File: src/rtl/event_recorder_if.sv
// Record stream handshake between the event recorder (master) and its consumer (slave).
// The record is valid while rec_valid=1 and leaves on a cycle with rec_ready=1.
interface event_recorder_if #(
  parameter int DATA_WIDTH = 43
);
  logic                  rec_valid;
  logic [DATA_WIDTH-1:0] rec_data;
  logic                  rec_ready;

  modport master (output rec_valid, output rec_data, input rec_ready);
  modport slave  (input rec_valid, input rec_data, output rec_ready);
endinterface

File: src/rtl/event_recorder.sv
// Event recorder: timestamps every enabled cycle with activity on L1A/ALCT_DAV/TMB_DAV/LCT
// and queues {ts, l1a, alct_dav, tmb_dav, lct} in a first-word-fall-through FIFO.
module event_recorder #(
  parameter int TS_WIDTH   = 32,
  parameter int DEPTH_LOG2 = 4,
  parameter int DROP_WIDTH = 16
) (
  input  logic                  clk,
  input  logic                  rst,
  input  logic                  i_en,
  input  logic                  i_l1a,
  input  logic                  i_alct_dav,
  input  logic                  i_tmb_dav,
  input  logic [7:0]            i_lct,
  input  logic                  i_ovfl_clr,
  event_recorder_if.master      rec_if,
  output logic [DEPTH_LOG2:0]   o_fifo_cnt,
  output logic [TS_WIDTH-1:0]   o_ts_cnt,
  output logic                  o_ovfl,
  output logic [DROP_WIDTH-1:0] o_drop_cnt
);

  localparam int REC_W = TS_WIDTH + 11;
  localparam int DEPTH = 1 << DEPTH_LOG2;
  localparam logic [DEPTH_LOG2:0] FULL_CNT = (DEPTH_LOG2 + 1)'(DEPTH);

  logic [REC_W-1:0]      r_mem [DEPTH];
  logic [DEPTH_LOG2-1:0] r_wr_ptr;
  logic [DEPTH_LOG2-1:0] r_rd_ptr;
  logic [DEPTH_LOG2:0]   r_cnt;
  logic [TS_WIDTH-1:0]   r_ts;
  logic                  r_ovfl;
  logic [DROP_WIDTH-1:0] r_drop;

  logic             w_capture;
  logic             w_full;
  logic             w_empty;
  logic             w_pop;
  logic             w_push;
  logic             w_drop;
  logic [REC_W-1:0] w_rec;

  assign w_capture = i_en & (i_l1a | i_alct_dav | i_tmb_dav | (|i_lct));
  assign w_full    = (r_cnt == FULL_CNT);
  assign w_empty   = (r_cnt == '0);
  assign w_pop     = ~w_empty & rec_if.rec_ready;
  // A full FIFO still accepts a capture when the head leaves in the same cycle.
  assign w_push    = w_capture & (~w_full | w_pop);
  assign w_drop    = w_capture & w_full & ~w_pop;
  assign w_rec     = {r_ts, i_l1a, i_alct_dav, i_tmb_dav, i_lct};

  always_ff @(posedge clk or posedge rst) begin
    if (rst) begin
      r_ts <= '0;
    end else if (i_en) begin
      r_ts <= r_ts + TS_WIDTH'(1);
    end
  end

  always_ff @(posedge clk) begin
    if (w_push) begin
      r_mem[r_wr_ptr] <= w_rec;
    end
  end

  always_ff @(posedge clk or posedge rst) begin
    if (rst) begin
      r_wr_ptr <= '0;
      r_rd_ptr <= '0;
      r_cnt    <= '0;
    end else begin
      if (w_push) begin
        r_wr_ptr <= r_wr_ptr + DEPTH_LOG2'(1);
      end
      if (w_pop) begin
        r_rd_ptr <= r_rd_ptr + DEPTH_LOG2'(1);
      end
      case ({w_push, w_pop})
        2'b10:   r_cnt <= r_cnt + (DEPTH_LOG2 + 1)'(1);
        2'b01:   r_cnt <= r_cnt - (DEPTH_LOG2 + 1)'(1);
        default: r_cnt <= r_cnt;
      endcase
    end
  end

  // A drop in the same cycle as a clear leaves exactly that one drop counted.
  always_ff @(posedge clk or posedge rst) begin
    if (rst) begin
      r_ovfl <= 1'b0;
      r_drop <= '0;
    end else if (w_drop) begin
      r_ovfl <= 1'b1;
      if (i_ovfl_clr) begin
        r_drop <= DROP_WIDTH'(1);
      end else if (r_drop != '1) begin
        r_drop <= r_drop + DROP_WIDTH'(1);
      end
    end else if (i_ovfl_clr) begin
      r_ovfl <= 1'b0;
      r_drop <= '0;
    end
  end

  assign rec_if.rec_valid = ~w_empty;
  assign rec_if.rec_data  = w_empty ? '0 : r_mem[r_rd_ptr];
  assign o_fifo_cnt       = r_cnt;
  assign o_ts_cnt         = r_ts;
  assign o_ovfl           = r_ovfl;
  assign o_drop_cnt       = r_drop;

endmodule
File: src/flat_wrapper.sv
// flat-port wrapper written by rule: the top's interface ports become plain ports
module event_recorder_flat 
#(
  parameter int TS_WIDTH   = 32,
  parameter int DEPTH_LOG2 = 4,
  parameter int DROP_WIDTH = 16
)
  (clk, rst, i_en, i_l1a, i_alct_dav, i_tmb_dav, i_lct, i_ovfl_clr, o_fifo_cnt, o_ts_cnt, o_ovfl, o_drop_cnt, rec_if_rec_valid, rec_if_rec_data, rec_if_rec_ready);
  event_recorder_if rec_if_i ();
  input  logic clk;
  input  logic rst;
  input  logic i_en;
  input  logic i_l1a;
  input  logic i_alct_dav;
  input  logic i_tmb_dav;
  input  logic [7:0] i_lct;
  input  logic i_ovfl_clr;
  output logic [DEPTH_LOG2:0] o_fifo_cnt;
  output logic [TS_WIDTH-1:0] o_ts_cnt;
  output logic o_ovfl;
  output logic [DROP_WIDTH-1:0] o_drop_cnt;
  output wire logic [$bits(rec_if_i.rec_valid)-1:0] rec_if_rec_valid;
  output wire logic [$bits(rec_if_i.rec_data)-1:0] rec_if_rec_data;
  input wire logic [$bits(rec_if_i.rec_ready)-1:0] rec_if_rec_ready;
  assign rec_if_rec_valid = rec_if_i.rec_valid;
  assign rec_if_rec_data = rec_if_i.rec_data;
  assign rec_if_i.rec_ready = rec_if_rec_ready;
  event_recorder #(.TS_WIDTH(TS_WIDTH), .DEPTH_LOG2(DEPTH_LOG2), .DROP_WIDTH(DROP_WIDTH)) u_core (.clk(clk), .rst(rst), .i_en(i_en), .i_l1a(i_l1a), .i_alct_dav(i_alct_dav), .i_tmb_dav(i_tmb_dav), .i_lct(i_lct), .i_ovfl_clr(i_ovfl_clr), .rec_if(rec_if_i), .o_fifo_cnt(o_fifo_cnt), .o_ts_cnt(o_ts_cnt), .o_ovfl(o_ovfl), .o_drop_cnt(o_drop_cnt));
endmodule
File: config.mk
export PLATFORM = sky130hd
export DESIGN_NAME = event_recorder_flat
export DESIGN_NICKNAME = d
export VERILOG_FILES = /design/src/rtl/event_recorder_if.sv /design/src/rtl/event_recorder.sv /design/src/flat_wrapper.sv
export SDC_FILE = /design/constraint.sdc
export NUM_CORES = 1
export LEC_CHECK = 0
export CAP_MARGIN = 20
export CORE_MARGIN = 2
export CORE_UTILIZATION = 35
export CTS_BUF_LIST = sky130_fd_sc_hd__clkbuf_4
export CTS_CLUSTER_DIAMETER = 60
export DETAILED_ROUTE_END_ITERATION = 8
export GPL_ROUTABILITY_DRIVEN = 1
export PLACE_DENSITY_LB_ADDON = 0.15
export SLEW_MARGIN = 20
export SYNTH_ARGS = -nofsm -noshare
export SYNTH_HDL_FRONTEND = slang
export SYNTH_SLANG_ARGS = --single-unit
File: constraint.sdc
create_clock -name clk -period 11.8 [get_ports clk]
set_input_delay 1.18 -clock clk [delete_from_list [all_inputs] [get_ports clk]]
set_output_delay 1.18 -clock clk [all_outputs]
set_load 0.01 [all_outputs]
; ---- Yosys cells after proc, flatten, opt, wreduce, memory -nomap -nowiden
; Memory sizes are Yosys's and may differ from the RTL's.
; Cells that the tools add are included.
[totals]
n_memories = 1
out_inout_bits = 98
ram_bits = 688
regBits = 62
[memory_table]
columns = name, depth, width, read_ports, rd_ports_with_merged_regs, write_ports, line_no
row1 = u_core.r_mem, 16, 43, 1, 0, 1, event_recorder.sv:27  ; logic [REC_W-1:0] r_mem [DEPTH];
[classes]
muxes = 10
bitwise_logic = 12
eq_ne = 4
reduce_logical = 6
addsub = 6
[op_table]
columns = op, count
row1 = 16-bit 2-to-1 mux, 4
row2 = 43-bit 2-to-1 mux, 1
row3 = 32-bit by 1-bit adder with 32-bit output (second input constant), 1
row4 = 16-bit by 1-bit adder with 16-bit output (second input constant), 1
row5 = 16-bit inequality test (second input constant), 1
row6 = 5-bit case mux with 2 select lines, 1
row7 = 4-bit by 1-bit adder with 4-bit output (second input constant), 2
row8 = 8-bit OR reduction, 1
row9 = 2-bit nonzero test, 3
row10 = 5-bit by 1-bit adder with 5-bit output (second input constant), 1
row11 = 1-bit bitwise AND, 5
row12 = 5-bit == test (second input constant), 1
row13 = 5-bit logical NOT, 1
row14 = 5-bit by 1-bit subtractor with 5-bit output (second input constant), 1
row15 = 1-bit 2-to-1 mux, 4
row16 = 1-bit OR, 4
row17 = 1-bit inverter, 3
row18 = 2-bit by 1-bit == test with 1-bit output (second input constant), 1
row19 = 2-bit == test (second input constant), 1
row20 = 2-bit AND reduction, 1

; ---- Logic depth before layout (Yosys ltp)
; Gate-level depths: netlist of run 1.
[depth]
word_depth = 8
depth_mapped = 9
mapped_depth_nobuf = 8

; ---- Worst setup path before layout of run 1
; No wires, ideal clock.
[synth_path]
path_kind = input -> register
start = input port i_en
end = memory u_core.r_mem[1][0] (netlist name), enable pin
required_ns = 11.250
n_path_buf = 2
setup_ns = 0.550
arrival_time_ns = 6.018
slack_ns = 5.232
path_stages = 5
path_cell_list = clkbuf_1 -> o31ai_2 -> buf_4 -> nand2b_1 -> nor4_1
[synth_between]
elab_chain_len = 4
[synth_rtl]
columns = item, line_no
row1 = start: declaration, flat_wrapper.sv:12  ; input logic i_en;
row2 = 1-bit bitwise AND, event_recorder.sv:43  ; assign w_capture = i_en & (i_l1a | i_alct_dav | i_tmb_dav | (|i_lct));
row3 = 1-bit bitwise AND, event_recorder.sv:48  ; assign w_push = w_capture & (~w_full | w_pop);
row4 = 1-bit 2-to-1 mux, event_recorder.sv:61  ; if (w_push) begin
row5 = 1-bit 2-to-1 mux (implied by the code), event_recorder.sv:62  ; r_mem[r_wr_ptr] <= w_rec;
row6 = end: declaration, event_recorder.sv:27
; Every way passes these cells.

; ---- Worst setup path after layout of run 1
[layout_path]
start = register u_core.r_rd_ptr[1]
end = output port rec_if_rec_data[30]
[layout_between]
elab_chain_len = 2
[layout_rtl]
columns = item, line_no
row1 = start: declaration, event_recorder.sv:29  ; logic [DEPTH_LOG2-1:0] r_rd_ptr;
row2 = start signal: assignment, event_recorder.sv:76  ; r_rd_ptr <= r_rd_ptr + DEPTH_LOG2'(1);
row3 = memory read 16 x 43 bit, --
row4 = 43-bit 2-to-1 mux, event_recorder.sv:105  ; assign rec_if.rec_data = w_empty ? '0 : r_mem[r_rd_ptr];
row5 = end: declaration, flat_wrapper.sv:23  ; output wire logic [$bits(rec_if_i.rec_data)-1:0] rec_if_rec_data;
; Every way passes these cells.

==> results of run 1 <==
layout make-up:
| cell class | instances | area [µm²] | area share |
|---|---|---|---|
| Clock buffer | 289 | 2170 | 0.0632 |
| Multi-Input combinational cell | 474 | 6710 | 0.196 |
| Clock inverter | 65 | 394 | 0.0115 |
| Inverter | 9 | 35.0 | 0.00102 |
| Timing Repair Buffer | 149 | 1430 | 0.0416 |
| Antenna cell | 5 | 12.5 | 0.000365 |
| Sequential cell | 750 | 22200 | 0.648 |
| Tap cell | 1070 | 1340 | 0.0390 |
synthesized netlist by cell type (2+ instances only):
master / n
a21o_1: 3
a21oi_1: 12
a311oi_1: 9
a31oi_1: 4
and2_1: 54
and3_1: 12
and4_1: 8
buf_1: 7
buf_2: 12
buf_4: 7
buf_6: 2
clkbuf_1: 36
dfrtp_1: 62
edfxtp_1: 688
ha_1: 10
inv_1: 9
mux2_2: 5
mux4_2: 215
nand2_1: 13
nand3_1: 18
nand4_1: 12
nor2_1: 18
nor2b_1: 2
nor3_1: 6
nor3b_1: 5
nor4_1: 6
or4_1: 3
xnor2_1: 29
xor2_1: 14
state kept, by name (all words and copies together) (netlist names):
signal / count
u_core.o_drop_cnt: 16
u_core.o_fifo_cnt: 5
u_core.o_ovfl: 1
u_core.o_ts_cnt: 32
u_core.r_mem: 688
u_core.r_rd_ptr: 4
u_core.r_wr_ptr: 4
cells in the final DEF, fill, tap and decap left out, types with 15 or more instances in the layout:
cell type / instances
edfxtp_1: 688
clkbuf_4: 289
mux4_2: 215
clkdlybuf4s50_1: 113
dfrtp_1: 58
and2_1: 46
clkinv_1: 36
buf_4: 34
xnor2_1: 29
nand3_1: 18
clkinv_2: 15
logic make-up after synthesis:
group / after synthesis / synth area share
xor+xnor: 43 / 0.0129
mux: 221 / 0.168
fa+ha+maj: 11 / 0.00497
simple gates: 165 / 0.0336
flops: 750 / 0.761
buf+inv: 73 / 0.0113
compound gates: 34 / 0.00814
per-layer routing:
metal  up-vias  wire [µm]  GRT usage
met5         -          0          0
met2       405      35900      0.283
li1       6178          -          -
met4         0       1300     0.0593
met1      7783      31500      0.229
met3       109       3920     0.0422
path summary, 6_finish.rpt:
kind,end,startpoint
min in group asynchronous,u_core.o_drop_cnt[2]$_DFFE_PP0P_,rst
min reg2reg,u_core.o_ovfl$_DFFE_PP0P_,u_core.o_ovfl$_DFFE_PP0P_
max,rec_if_rec_data[30],u_core.r_rd_ptr[1]$_DFFE_PP0N_
min,u_core.o_ovfl$_DFFE_PP0P_,u_core.o_ovfl$_DFFE_PP0P_
max reg2reg,u_core.r_mem[13][33]$_DFFE_PP_,u_core.o_fifo_cnt[0]$_DFFE_PP0P_
max in group asynchronous,u_core.r_rd_ptr[1]$_DFFE_PP0N_,rst
power by group through the flow:
stage               sequential, mW  clock [mW]  combinational [mW]
floorplan                     3.37           0                1.54
global placement              3.49           0                2.36
detailed placement            3.51           0                2.38
CTS                           3.45        2.34                2.38
global route                  3.48        2.48                2.48
finish                        3.44        2.26                2.31
==> flow_summary.json, run 1 <==
{
  "outcome": "complete, no violations",
  "root_buffer": "clkbuf_4",
  "grt_antenna_before_repair": 2,
  "seqPwrFrac": 0.430,
  "ys_ff_latch": 750,
  "path_class": "flip-flop to output pin",
  "max_slew_margin": 0.268,
  "ios": 114,
  "ys_async_sr_fraction": 0.0827,
  "final_antenna_net_count": 0,
  "p_int_mw": 5.63,
  "yosysSeqAreaShare": 0.761,
  "gr-usage-all-layers": 0.174,
  "gp_congestion": 0.704,
  "vias_per_cell": 5.15,
  "layoutNonFillerInstCount": 2811,
  "r2r_slack_ps": 8430,
  "grt_overflow": 0,
  "cp.required_ps": 10620,
  "hold-worst-slack_ps": 497,
  "hold_buffers": 0,
  "design_area_um2": 34300,
  "reg2reg_depth": 6,
  "total_power_mw": 8.01,
  "cp_slowest_cell": "buf_4",
  "end_kind": "output pin",
  "syn-instance-count": 1297,
  "synthTopCellsByArea": "edfxtp_1 71%, mux4_2 17%, dfrtp_1 5.3%",
  "synth_flop_cell": "edfxtp_1",
  "cts_buffers": 199,
  "initial_core_util": 0.354,
  "cts_tree": "done",
  "clock_latency_ps": 1040,
  "die_area_um2": 85700,
  "crit_buf_inv": 4,
  "design.core.area_um2": 82400,
  "p_clk_frac": 0.282,
  "yosys_warnings": 0,
  "rows": 105,
  "power.leakage_nw": 11.4,
  "crit_family": "buffers and inverters",
  "synth_area_um2": 29200,
  "fill_cells": 7293,
  "synth_nets": 1324,
  "hold_class": "flip-flop to flip-flop",
  "whs_path_depth": 1,
  "synthDistinctLibCells": 45,
  "grt_pass1_wl_mm": 106,
  "crit_arrival_ps": 5410,
  "area_growth_syn_to_layout_pct": 17.6,
  "finalSetupTns_ps": 0,
  "maxSlewViolCount": 0,
  "p_switching_mw": 2.38,
  "max_stage_delay_ps": 860,
  "postCtsResizedCells": 0,
  "place_hpwl_mm": 35.3,
  "period_share": 0.558,
  "drive_gt1_frac": 0.347,
  "synth_top_area_share": 0.708,
  "place_area_um2": 31700,
  "worst_pin_slew_ps": 1100,
  "wire_per_inst_um": 25.8,
  "die_w_um": 293,
  "avgSynthCellArea_um2": 22.5,
  "drt_iter0_drc": 960,
  "postCtsSetupBuffers": 0,
  "cts.clk_slew.worst_paths_ps": 60,
  "min_period_ps": 6590,
  "maxCapViolCount": 0,
  "grt_max_degree": 112,
  "portBuffers": 113,
  "hold_violations": 0,
  "startpoint_type": "flip-flop",
  "final_core_util": 0.417,
  "finalWirelength_mm": 72.6,
  "place_inst": 2451,
  "switching_share": 0.298,
  "pre_cts_slack_ps": 6050,
  "drc": 0,
  "worstSetupPathDepth": 7,
  "worstPathMaxFanout": 67,
  "htree_levels": 4,
  "synth_area_leader_cell": "edfxtp_1",
  "finClkSkew_ps": 62.0,
  "die_h_um": 293,
  "ir_drop_v": 0.000199,
  "cp_cell_sequence": "buf_4 -> buf_12 -> buf_4 -> mux4_2 -> mux4_2 -> and2_1 -> clkdlybuf4s50_1",
  "rsz0062_at_grt": "false",
  "drt_first_pass_iters": 5,
  "pwr_density_cell_nw_per_um2": 233,
  "vias": 14500,
  "synth_edf_count": 688,
  "cts.sinks": 750,
  "comb_power_share": 0.289,
  "setup_viol": 0,
  "finalWorstSetupSlack_ps": 5210,
  "grt_pass1_vias": 15800,
  "fmax_ghz": 0.152,
  "nets": 1610,
  "clockBufferDepth": 3
}
No activity file was read; power rests on OpenSTA's default activity.
==> run 2: changes to the inputs <==
==> constraint.sdc (replaced) <==
create_clock -name clk -period 6.4 [get_ports clk]
set_input_delay 0.64 -clock clk [delete_from_list [all_inputs] [get_ports clk]]
set_output_delay 0.64 -clock clk [all_outputs]
set_load 0.01 [all_outputs]
==> run 2 against run 1 <==
  * Critical path depth shrank 2
  * Design area increased by 0.69%
  * Non-clock buffer count up 22
  * Routed wire length shrank 5.8%
  * Register-to-register slack lost 5100 ps
  * Clock power grew 83%
  * First-iteration DRC count is 5.2% higher
  * Count of clock-buffer cells in the layout rose by 11
  * Sequential power rose by 85%
  * Sequential share of layout area down 0.45 points
  * Worst setup slack got worse by 3700 ps
  * Critical path type unchanged
==> flow_summary.json, run 2 (synthesis results as in run 1) <==
{
  "final_antenna_net_count": 0,
  "maxCapViolCount": 0,
  "finClkSkew_ps": 59.9,
  "period_share": 0.759,
  "crit_arrival_ps": 4220,
  "gp_congestion": 0.706,
  "path_class": "flip-flop to output pin",
  "outcome": "complete, no violations",
  "cts_buffers": 198,
  "ios": 114,
  "max_stage_delay_ps": 870,
  "max_slew_margin": 0.374,
  "cp_cell_sequence": "buf_12 -> mux4_2 -> mux4_2 -> and2_1 -> clkdlybuf4s50_1",
  "vias_per_cell": 5.09,
  "r2r-start": "u_core.o_fifo_cnt[1]$_DFFE_PP0P_",
  "multi_input_area_um2": 6710,
  "hold_violations": 0,
  "cts_tree": "done",
  "finalWirelength_mm": 68.4,
  "worstPathMaxFanout": 97,
  "worst_pin_slew_ps": 939,
  "startpoint_type": "flip-flop",
  "clock_latency_ps": 1040,
  "reg2reg_depth": 8,
  "postCtsSetupBuffers": 0,
  "postCtsResizedCells": 0,
  "initial_core_util": 0.354,
  "gr-usage-all-layers": 0.163,
  "area_growth_syn_to_layout_pct": 18.4,
  "place_hpwl_mm": 38.2,
  "fmax_ghz": 0.206,
  "rsz0062_at_grt": "false",
  "fill_cells": 7286,
  "largest_reg_flops": 688,
  "maxSlewViolCount": 0,
  "final_cell_mix": "688 x edfxtp_1, 300 x clkbuf_4, 215 x mux4_2",
  "finalSetupTns_ps": 0,
  "drc": 0,
  "power.leakage_nw": 11.6,
  "grt_overflow": 0,
  "top_register": "u_core.r_mem",
  "portBuffers": 113,
  "die_w_um": 293,
  "crit_buf_inv": 2,
  "crit_family": "buffers and inverters",
  "drt_iter0_drc": 1010,
  "clockBufferDepth": 3,
  "htree_levels": 4,
  "cp.required_ps": 5760,
  "die_h_um": 293,
  "place_inst": 2474,
  "wire_per_inst_um": 24.2,
  "nets": 1631,
  "cpMostUsedCell": "mux4_2",
  "pwr_density_cell_nw_per_um2": 428,
  "grt_antenna_before_repair": 3,
  "drive_gt1_frac": 0.358,
  "min_period_ps": 4860,
  "layoutNonFillerInstCount": 2827,
  "ir_drop_v": 0.000266,
  "seqCellArea_um2": 22200,
  "drt_first_pass_iters": 5,
  "final_common_cell": "edfxtp_1",
  "cts.clk_slew.worst_paths_ps": 60,
  "root_buffer": "clkbuf_4",
  "setup_viol": 0,
  "hold_buffers": 0,
  "cts.sinks": 750,
  "reg2reg_to": "u_core.r_mem[15][36]$_DFFE_PP_",
  "grt_pass1_vias": 15600,
  "cp_slowest_cell": "dfrtp_4",
  "design.core.area_um2": 82400,
  "hold_class": "input pin to asynchronous set/reset pin",
  "grt_max_degree": 98,
  "rows": 105,
  "end_kind": "output pin",
  "grt_pass1_wl_mm": 101,
  "die_area_um2": 85700,
  "r2r_slack_ps": 3350,
  "vias": 14400
}
[run 2: cell count changes in the layout (fill, tap and decap cells not counted), moves of 2 or more]
cell / delta
buf_4: +17
clkbuf_4: +11
clkinv_1: -11
clkinv_2: -9
buf_16: +4
clkinv_4: +3
diode_2: +3
inv_6: -3
inv_8: +2
[run 2: cell type report]
type	count	area share
Tap cell	1070	0.0387
Timing Repair Buffer	171	0.0487
Clock buffer	300	0.0652
Multi-Input combinational cell	474	0.194
Clock inverter	45	0.00822
Inverter	9	0.00101
Sequential cell	750	0.643
Antenna cell	8	0.000579
[run 2: worst max-delay path by stage]
stage                                         from                             end  depth (start not counted)
floorplan                                     i_en    u_core.r_mem[1][0]$_DFFE_PP_                          5
global placement                         i_tmb_dav  u_core.r_mem[14][18]$_DFFE_PP_                          8
detailed placement                       i_tmb_dav  u_core.r_mem[13][20]$_DFFE_PP_                          8
CTS                 u_core.r_rd_ptr[1]$_DFFE_PP0N_             rec_if_rec_data[35]                          5
global route        u_core.r_rd_ptr[1]$_DFFE_PP0N_             rec_if_rec_data[23]                          5
finish              u_core.r_rd_ptr[1]$_DFFE_PP0N_             rec_if_rec_data[23]                          5
[run 2: where the power goes]
| group | internal, mW | switching [mW] |
|---|---|---|
| registers | 5.92 | 0.454 |
| clock network | 2.19 | 1.95 |
| logic | 2.30 | 1.97 |
| total | 10.4 | 4.38 |
[run 2: layer usage]
metal  part of all wire  global-route usage  vias to the layer above
met4              0.016              0.0535                        0
met1               0.44               0.216                     7703
met2               0.49               0.262                      392
met5                  0                   0                        -
met3              0.051              0.0435                       91
li1                   -                   -                     6198
[run 2: tightest hold or removal path: stages]
cell             delay (ps)
clkdlybuf4s50_1         420
clkinv_2                 40
buf_4                   680
[run 2: per-stage QoR]
step	hold WS, ps	power [mW]	area, µm²	util	setup slack, ps
after floorplan	521	9.05	29200	-	372
after global placement	471	10.8	31900	0.387	1910
after detailed placement	493	10.9	32000	0.388	2050
after CTS	150	15.1	34500	0.419	1380
after global routing	213	15.6	34600	0.419	1320
final	234	14.8	34600	0.419	1540
